### src/rtl/trap_controller.sv
// M-mode trap controller: owns mepc/mcause/mtval/mstatus.{MIE,MPIE}, performs trap
// entry and MRET, and hands the resulting target PC to fetch over a redirect handshake.
module trap_controller #(
    parameter int              XLEN       = 32,
    parameter logic [XLEN-1:0] RESET_MEPC = '0
) (
    input  logic            clk,
    input  logic            rst_n,
    input  logic [5:0]      exc_i,
    input  logic [XLEN-1:0] exc_pc_i,
    input  logic [XLEN-1:0] exc_tval_i,
    input  logic            mret_i,
    input  logic            int_ok_i,
    input  logic [2:0]      mip_i,
    input  logic [2:0]      mie_i,
    input  logic [XLEN-1:0] mtvec_i,
    input  logic            csr_we_i,
    input  logic [11:0]     csr_addr_i,
    input  logic [XLEN-1:0] csr_wdata_i,
    output logic            redirect_valid_o,
    input  logic            redirect_ready_i,
    output logic [XLEN-1:0] redirect_pc_o,
    output logic            busy_o,
    output logic [XLEN-1:0] mepc_o,
    output logic [XLEN-1:0] mcause_o,
    output logic [XLEN-1:0] mtval_o,
    output logic            mstatus_mie_o,
    output logic            mstatus_mpie_o,
    output logic [1:0]      dbg_state_o
);

    typedef enum logic [1:0] {
        S_IDLE     = 2'd0,
        S_ENTER    = 2'd1,
        S_RETURN   = 2'd2,
        S_REDIRECT = 2'd3
    } state_e;

    localparam logic [XLEN-1:0] ALIGN_MASK = {{(XLEN-2){1'b1}}, 2'b00};

    state_e          state_q, state_d;
    logic [XLEN-1:0] mepc_q, mepc_d;
    logic [XLEN-1:0] mcause_q, mcause_d;
    logic [XLEN-1:0] mtval_q, mtval_d;
    logic            mie_q, mie_d;
    logic            mpie_q, mpie_d;
    logic [XLEN-1:0] ev_pc_q, ev_pc_d;
    logic [XLEN-1:0] ev_cause_q, ev_cause_d;
    logic [XLEN-1:0] ev_tval_q, ev_tval_d;
    logic            ev_int_q, ev_int_d;
    logic [XLEN-1:0] rpc_q, rpc_d;

    logic [2:0]      irq_pend;
    logic            take_irq;
    logic [4:0]      irq_code;
    logic [XLEN-1:0] vec_off;

    always_comb begin
        irq_pend = mip_i & mie_i;
        take_irq = mie_q & int_ok_i & (|irq_pend);
        // Fixed interrupt priority: external, then software, then timer.
        if (irq_pend[2]) begin
            irq_code = 5'd11;
        end else if (irq_pend[0]) begin
            irq_code = 5'd3;
        end else begin
            irq_code = 5'd7;
        end
        vec_off = '0;
        if (ev_int_q && (mtvec_i[1:0] == 2'b01)) begin
            vec_off = {{(XLEN-7){1'b0}}, ev_cause_q[4:0], 2'b00};
        end
    end

    always_comb begin
        state_d    = state_q;
        mepc_d     = mepc_q;
        mcause_d   = mcause_q;
        mtval_d    = mtval_q;
        mie_d      = mie_q;
        mpie_d     = mpie_q;
        ev_pc_d    = ev_pc_q;
        ev_cause_d = ev_cause_q;
        ev_tval_d  = ev_tval_q;
        ev_int_d   = ev_int_q;
        rpc_d      = rpc_q;

        case (state_q)
            S_IDLE: begin
                // Accepting an event suppresses any same-cycle CSR write.
                if (exc_i[5]) begin
                    state_d    = S_ENTER;
                    ev_pc_d    = exc_pc_i & ALIGN_MASK;
                    ev_cause_d = {1'b0, {(XLEN-6){1'b0}}, exc_i[4:0]};
                    ev_tval_d  = exc_tval_i;
                    ev_int_d   = 1'b0;
                end else if (take_irq) begin
                    state_d    = S_ENTER;
                    ev_pc_d    = exc_pc_i & ALIGN_MASK;
                    ev_cause_d = {1'b1, {(XLEN-6){1'b0}}, irq_code};
                    ev_tval_d  = '0;
                    ev_int_d   = 1'b1;
                end else if (mret_i) begin
                    state_d = S_RETURN;
                end else if (csr_we_i) begin
                    case (csr_addr_i)
                        12'h300: begin
                            mie_d  = csr_wdata_i[3];
                            mpie_d = csr_wdata_i[7];
                        end
                        12'h341: mepc_d   = csr_wdata_i & ALIGN_MASK;
                        12'h342: mcause_d = csr_wdata_i;
                        12'h343: mtval_d  = csr_wdata_i;
                        default: ;
                    endcase
                end
            end
            S_ENTER: begin
                mepc_d   = ev_pc_q;
                mcause_d = ev_cause_q;
                mtval_d  = ev_tval_q;
                mpie_d   = mie_q;
                mie_d    = 1'b0;
                rpc_d    = (mtvec_i & ALIGN_MASK) + vec_off;
                state_d  = S_REDIRECT;
            end
            S_RETURN: begin
                mie_d   = mpie_q;
                mpie_d  = 1'b1;
                rpc_d   = mepc_q;
                state_d = S_REDIRECT;
            end
            S_REDIRECT: begin
                // valid/ready: valid stays high and pc stays stable until ready is
                // seen high at a rising edge; that edge completes the transfer.
                if (redirect_ready_i) begin
                    state_d = S_IDLE;
                end
            end
            default: state_d = S_IDLE;
        endcase
    end

    always_ff @(posedge clk) begin
        if (!rst_n) begin
            state_q    <= S_IDLE;
            mepc_q     <= RESET_MEPC;
            mcause_q   <= '0;
            mtval_q    <= '0;
            mie_q      <= 1'b0;
            mpie_q     <= 1'b0;
            ev_pc_q    <= '0;
            ev_cause_q <= '0;
            ev_tval_q  <= '0;
            ev_int_q   <= 1'b0;
            rpc_q      <= '0;
        end else begin
            state_q    <= state_d;
            mepc_q     <= mepc_d;
            mcause_q   <= mcause_d;
            mtval_q    <= mtval_d;
            mie_q      <= mie_d;
            mpie_q     <= mpie_d;
            ev_pc_q    <= ev_pc_d;
            ev_cause_q <= ev_cause_d;
            ev_tval_q  <= ev_tval_d;
            ev_int_q   <= ev_int_d;
            rpc_q      <= rpc_d;
        end
    end

    assign redirect_valid_o = (state_q == S_REDIRECT);
    assign busy_o           = (state_q != S_IDLE);
    assign redirect_pc_o    = rpc_q;
    assign mepc_o           = mepc_q;
    assign mcause_o         = mcause_q;
    assign mtval_o          = mtval_q;
    assign mstatus_mie_o    = mie_q;
    assign mstatus_mpie_o   = mpie_q;
    assign dbg_state_o      = state_q;

endmodule

### config.mk
export PLATFORM = sky130hd
export DESIGN_NAME = trap_controller
export DESIGN_NICKNAME = d
export VERILOG_FILES = /design/src/rtl/trap_controller.sv
export SDC_FILE = /design/constraint.sdc
export NUM_CORES = 1
export LEC_CHECK = 0
export CAP_MARGIN = 10
export CELL_PAD_IN_SITES_DETAIL_PLACEMENT = 1
export CELL_PAD_IN_SITES_GLOBAL_PLACEMENT = 1
export CORE_UTILIZATION = 35
export CTS_BUF_LIST = sky130_fd_sc_hd__clkbuf_8
export DETAILED_ROUTE_END_ITERATION = 8
export GPL_TIMING_DRIVEN = 0
export PLACE_DENSITY = 0.95
export SLEW_MARGIN = 10
export SYNTH_ARGS = -nofsm -noshare
export SYNTH_HDL_FRONTEND = slang
export SYNTH_SLANG_ARGS = --single-unit
### constraint.sdc
create_clock -name clk -period 3.68 [get_ports clk]
set_input_delay 0.736 -clock clk [delete_from_list [all_inputs] [get_ports clk]]
set_output_delay 0.736 -clock clk [all_outputs]
set_load 0.02 [all_outputs]
==> impl_metrics.json <==
{
  "status": "completed",
  "fill_cells": 2682,
  "num_vias": 9125,
  "die_x_um": 159,
  "ys_ff_latch": 196,
  "leakagePower_nw": 4.76,
  "finalSetupTns_ns": 0,
  "gr-total-overflow": 0,
  "grtUsageTotal_pct": 29.7,
  "cts.repair.resized": 0,
  "die_y_um": 159,
  "reg2reg_slack_ns": 0.63,
  "drt.antenna.violating_nets": 0,
  "hold_path_class": "flop to flop",
  "synth_area_leaders": "dfxtp_1, a221o_1, and3_1",
  "slew_headroom_pct": 36.3,
  "crit_fanout": 10,
  "cp_cell_sequence": "inv_1, ha_1, clkbuf_1, inv_1, clkdlybuf4s50_1",
  "dpl.hpwl_mm": 29.0,
  "grt_max_degree": 21,
  "peakVddDrop_mv": 0.315,
  "drc": 0,
  "whs_endpoint": "ev_pc_q[8]",
  "powerDensity_mw_per_mm2": 533,
  "gp_congestion": 0.941,
  "fin_crit_sh_pct": 91.3,
  "io_buffer_count": 284,
  "grt_pass1_wl_mm": 55.7,
  "dp.cells": 1551,
  "drive_gt1_share_pct": 7.28,
  "synth.distinct_cells": 70,
  "clock_path_buffers": 2,
  "cp-end-kind": "primary output",
  "wl_mm": 37.4,
  "core_sq_mm": 0.0238,
  "timing.clock.skew_ns": 0.0233,
  "path_buf_inv": 4,
  "maxCapViolCount": 0,
  "r2r_end": "mepc_o[20]",
  "combPwrFrac_pct": 36.7,
  "synthArstFlopShare_pct": 0,
  "htree_levels": 4,
  "crit_family": "buffers and inverters",
  "setup_ws_ns": 0.320,
  "synth_top_area_share_pct": 45.7,
  "core.rowCount": 56,
  "hold_depth": 2,
  "worst_ep_arrival_time_ns": 2.62,
  "antenna_found_initial": 2,
  "insertion_delay_ns": 0.49,
  "io_pins": 292,
  "p_int_mw": 3.94,
  "numCtsBuffers": 17,
  "ys_seq_area_share_pct": 45.7,
  "drtIter0Drc": 567,
  "grt_pass1_vias": 9555,
  "hold_buffers": 0,
  "fp.dieArea_sq_mm": 0.0251,
  "final_max_slew_viol_count": 0,
  "crit_cells": 5,
  "worst-r2r-cell-count": 9,
  "synth.largest_area_cell": "dfxtp_1",
  "switching_share_pct": 39.7,
  "final_nets": 1420,
  "critPathSlowestCell": "clkdlybuf4s50_1",
  "reg2reg_from": "dbg_state_o[1]",
  "ys_warn_count": 0,
  "timing.hold.ws_ns": 0.472,
  "clkPwrFrac_pct": 22.8,
  "cts_tree": "built",
  "post_drt_wl_per_cell_um": 23.6,
  "syn_to_final_growth_pct": 42.8,
  "initial_core_util_pct": 36.1,
  "fin_crit_ns": 3.36,
  "path_clk_slew_ns": 0.12,
  "ys.flop_type": "dfxtp_1",
  "critPathLaunchType": "flop",
  "synth_edf_count": 0,
  "stdcell_count": 1584,
  "syn_inst": 945,
  "dr.pass1.iters": 5,
  "syn_area_per_cell_sq_um": 9.08,
  "cts_root_buffer": "clkbuf_8",
  "yosysMostFrequentCell": "dfxtp_1",
  "pwr-share-seq_pct": 40.5,
  "post_dp_cell_area_sq_mm": 0.0118,
  "worstHoldStart": "ev_pc_q[8]",
  "worst_pin_slew_ns": 0.953,
  "dpl_worst_slack_ns": 0.0415,
  "finalSetupViolations": 0,
  "p_sw_mw": 2.60,
  "fin_area_sq_mm": 0.0123,
  "syn_area_sq_mm": 0.00858,
  "path_common_cell": "inv_1",
  "crit_type": "flop to primary output",
  "clock_sinks": 196,
  "cts_setup_buffers": 0,
  "fmax_mhz": 298,
  "synth.cells.most_frequent": "dfxtp_1, nand2_1, and3_1",
  "startpoint": "dbg_state_o[0]",
  "rsz0062_at_grt": "no",
  "vias_per_cell": 5.76,
  "max_stage_delay_ns": 0.59,
  "cp_data_required_time_ns": 2.94,
  "finalHoldViolCount": 0
}
==> power groups by stage <==
stage	Combinational, mW	Sequential, mW	Clock, mW
5_1_grt	2.58	2.67	1.59
3_3_place_gp	2.30	2.66	0
2_1_floorplan	1.09	2.82	0
3_5_place_dp	2.38	2.68	0
6_report	2.40	2.64	1.49
4_1_cts	2.39	2.64	1.50
==> worst register-to-register path, stage by stage, from the launching register on <==
cell and delay, ns:
dfxtp_1 0.44, inv_1 0.14, ha_1 0.20, clkbuf_1 0.24, nor2b_1 0.26, nor2_1 0.47, clkbuf_1 0.44, clkbuf_1 0.44
and3_1 0.26, a221o_1 0.12
==> layout make-up <==
| class | instances | area, sq um | share of cell area [%] |
|---|---|---|---|
| clock inverters | 14 | 181 | 1.48 |
| clock buffers | 17 | 234 | 1.91 |
| well taps | 319 | 399 | 3.26 |
| multi-input cells | 655 | 4230 | 34.5 |
| inverters | 16 | 60.1 | 0.490 |
| diodes | 2 | 5.00 | 0.0408 |
| plain buffers | 81 | 379 | 3.09 |
| repair buffers | 284 | 2840 | 23.2 |
| flip-flops and latches | 196 | 3920 | 32.0 |
==> cells by family (layout without fill, tap and decap cells) <==
logic type      after synthesis  after routing  share of synthesized area [%]
compound gates              281            281                           25.9
buf+inv                      97            412                           5.12
fa+ha+maj                    11             11                           1.69
other cells                   1              6                         0.0437
flops                       196            196                           45.7
simple gates                345            345                           19.9
mux                           8              8                          0.948
xor+xnor                      6              6                          0.613
==> sequential cells by signal, indices dropped and copies added (netlist names) <==
signal,flops
ev_tval_q,32
mcause_o,32
mtval_o,32
ev_pc_q,30
mepc_o,30
redirect_pc_o,30
ev_cause_q,6
dbg_state_o,2
mstatus_mie_o,1
mstatus_mpie_o,1
==> per-layer routing <==
layer,vias to the layer above,share of wire [%],track usage [%]
li1,4151,-,-
met4,0,2.7,11.0
met5,-,0,0
met3,65,7.2,6.78
met1,4502,41,35.9
met2,407,49,51.2
==> worst max-delay path by stage <==
stage	endpoint
floorplan	redirect_pc_o[24]
global placement	redirect_pc_o[10]
detailed placement	redirect_pc_o[10]
CTS	busy_o
global route	busy_o
finish	busy_o
==> placed cells by master, fill, tap and decap left out, types with 10 or more instances in the layout <==
| cell | netlist | routed |
|---|---|---|
| a211oi_1 | 10 | 10 |
| a21oi_1 | 56 | 56 |
| a221o_1 | 58 | 58 |
| and3_1 | 73 | 73 |
| clkbuf_8 | 0 | 17 |
| a22oi_1 | 34 | 34 |
| o21ai_0 | 13 | 13 |
| ha_1 | 10 | 10 |
| a31oi_1 | 10 | 10 |
| clkdlybuf4s50_1 | 0 | 284 |
| a22o_2 | 26 | 26 |
| nand3_1 | 25 | 25 |
| o211ai_1 | 16 | 16 |
| clkbuf_1 | 54 | 54 |
| nor3_1 | 25 | 25 |
| nand2_1 | 100 | 100 |
| inv_1 | 15 | 15 |
| dfxtp_1 | 196 | 196 |
| nor2_1 | 68 | 68 |
| nand4_1 | 10 | 10 |
==> stage by stage <==
step | power (mW) | utilization (%)
2_1_floorplan | 3.91 | -
3_3_place_gp | 4.96 | 49.8
3_5_place_dp | 5.06 | 49.8
4_1_cts | 6.53 | 51.6
5_1_grt | 6.84 | 51.6
6_report | 6.53 | 51.6
(Power assumes the default switching activity.)
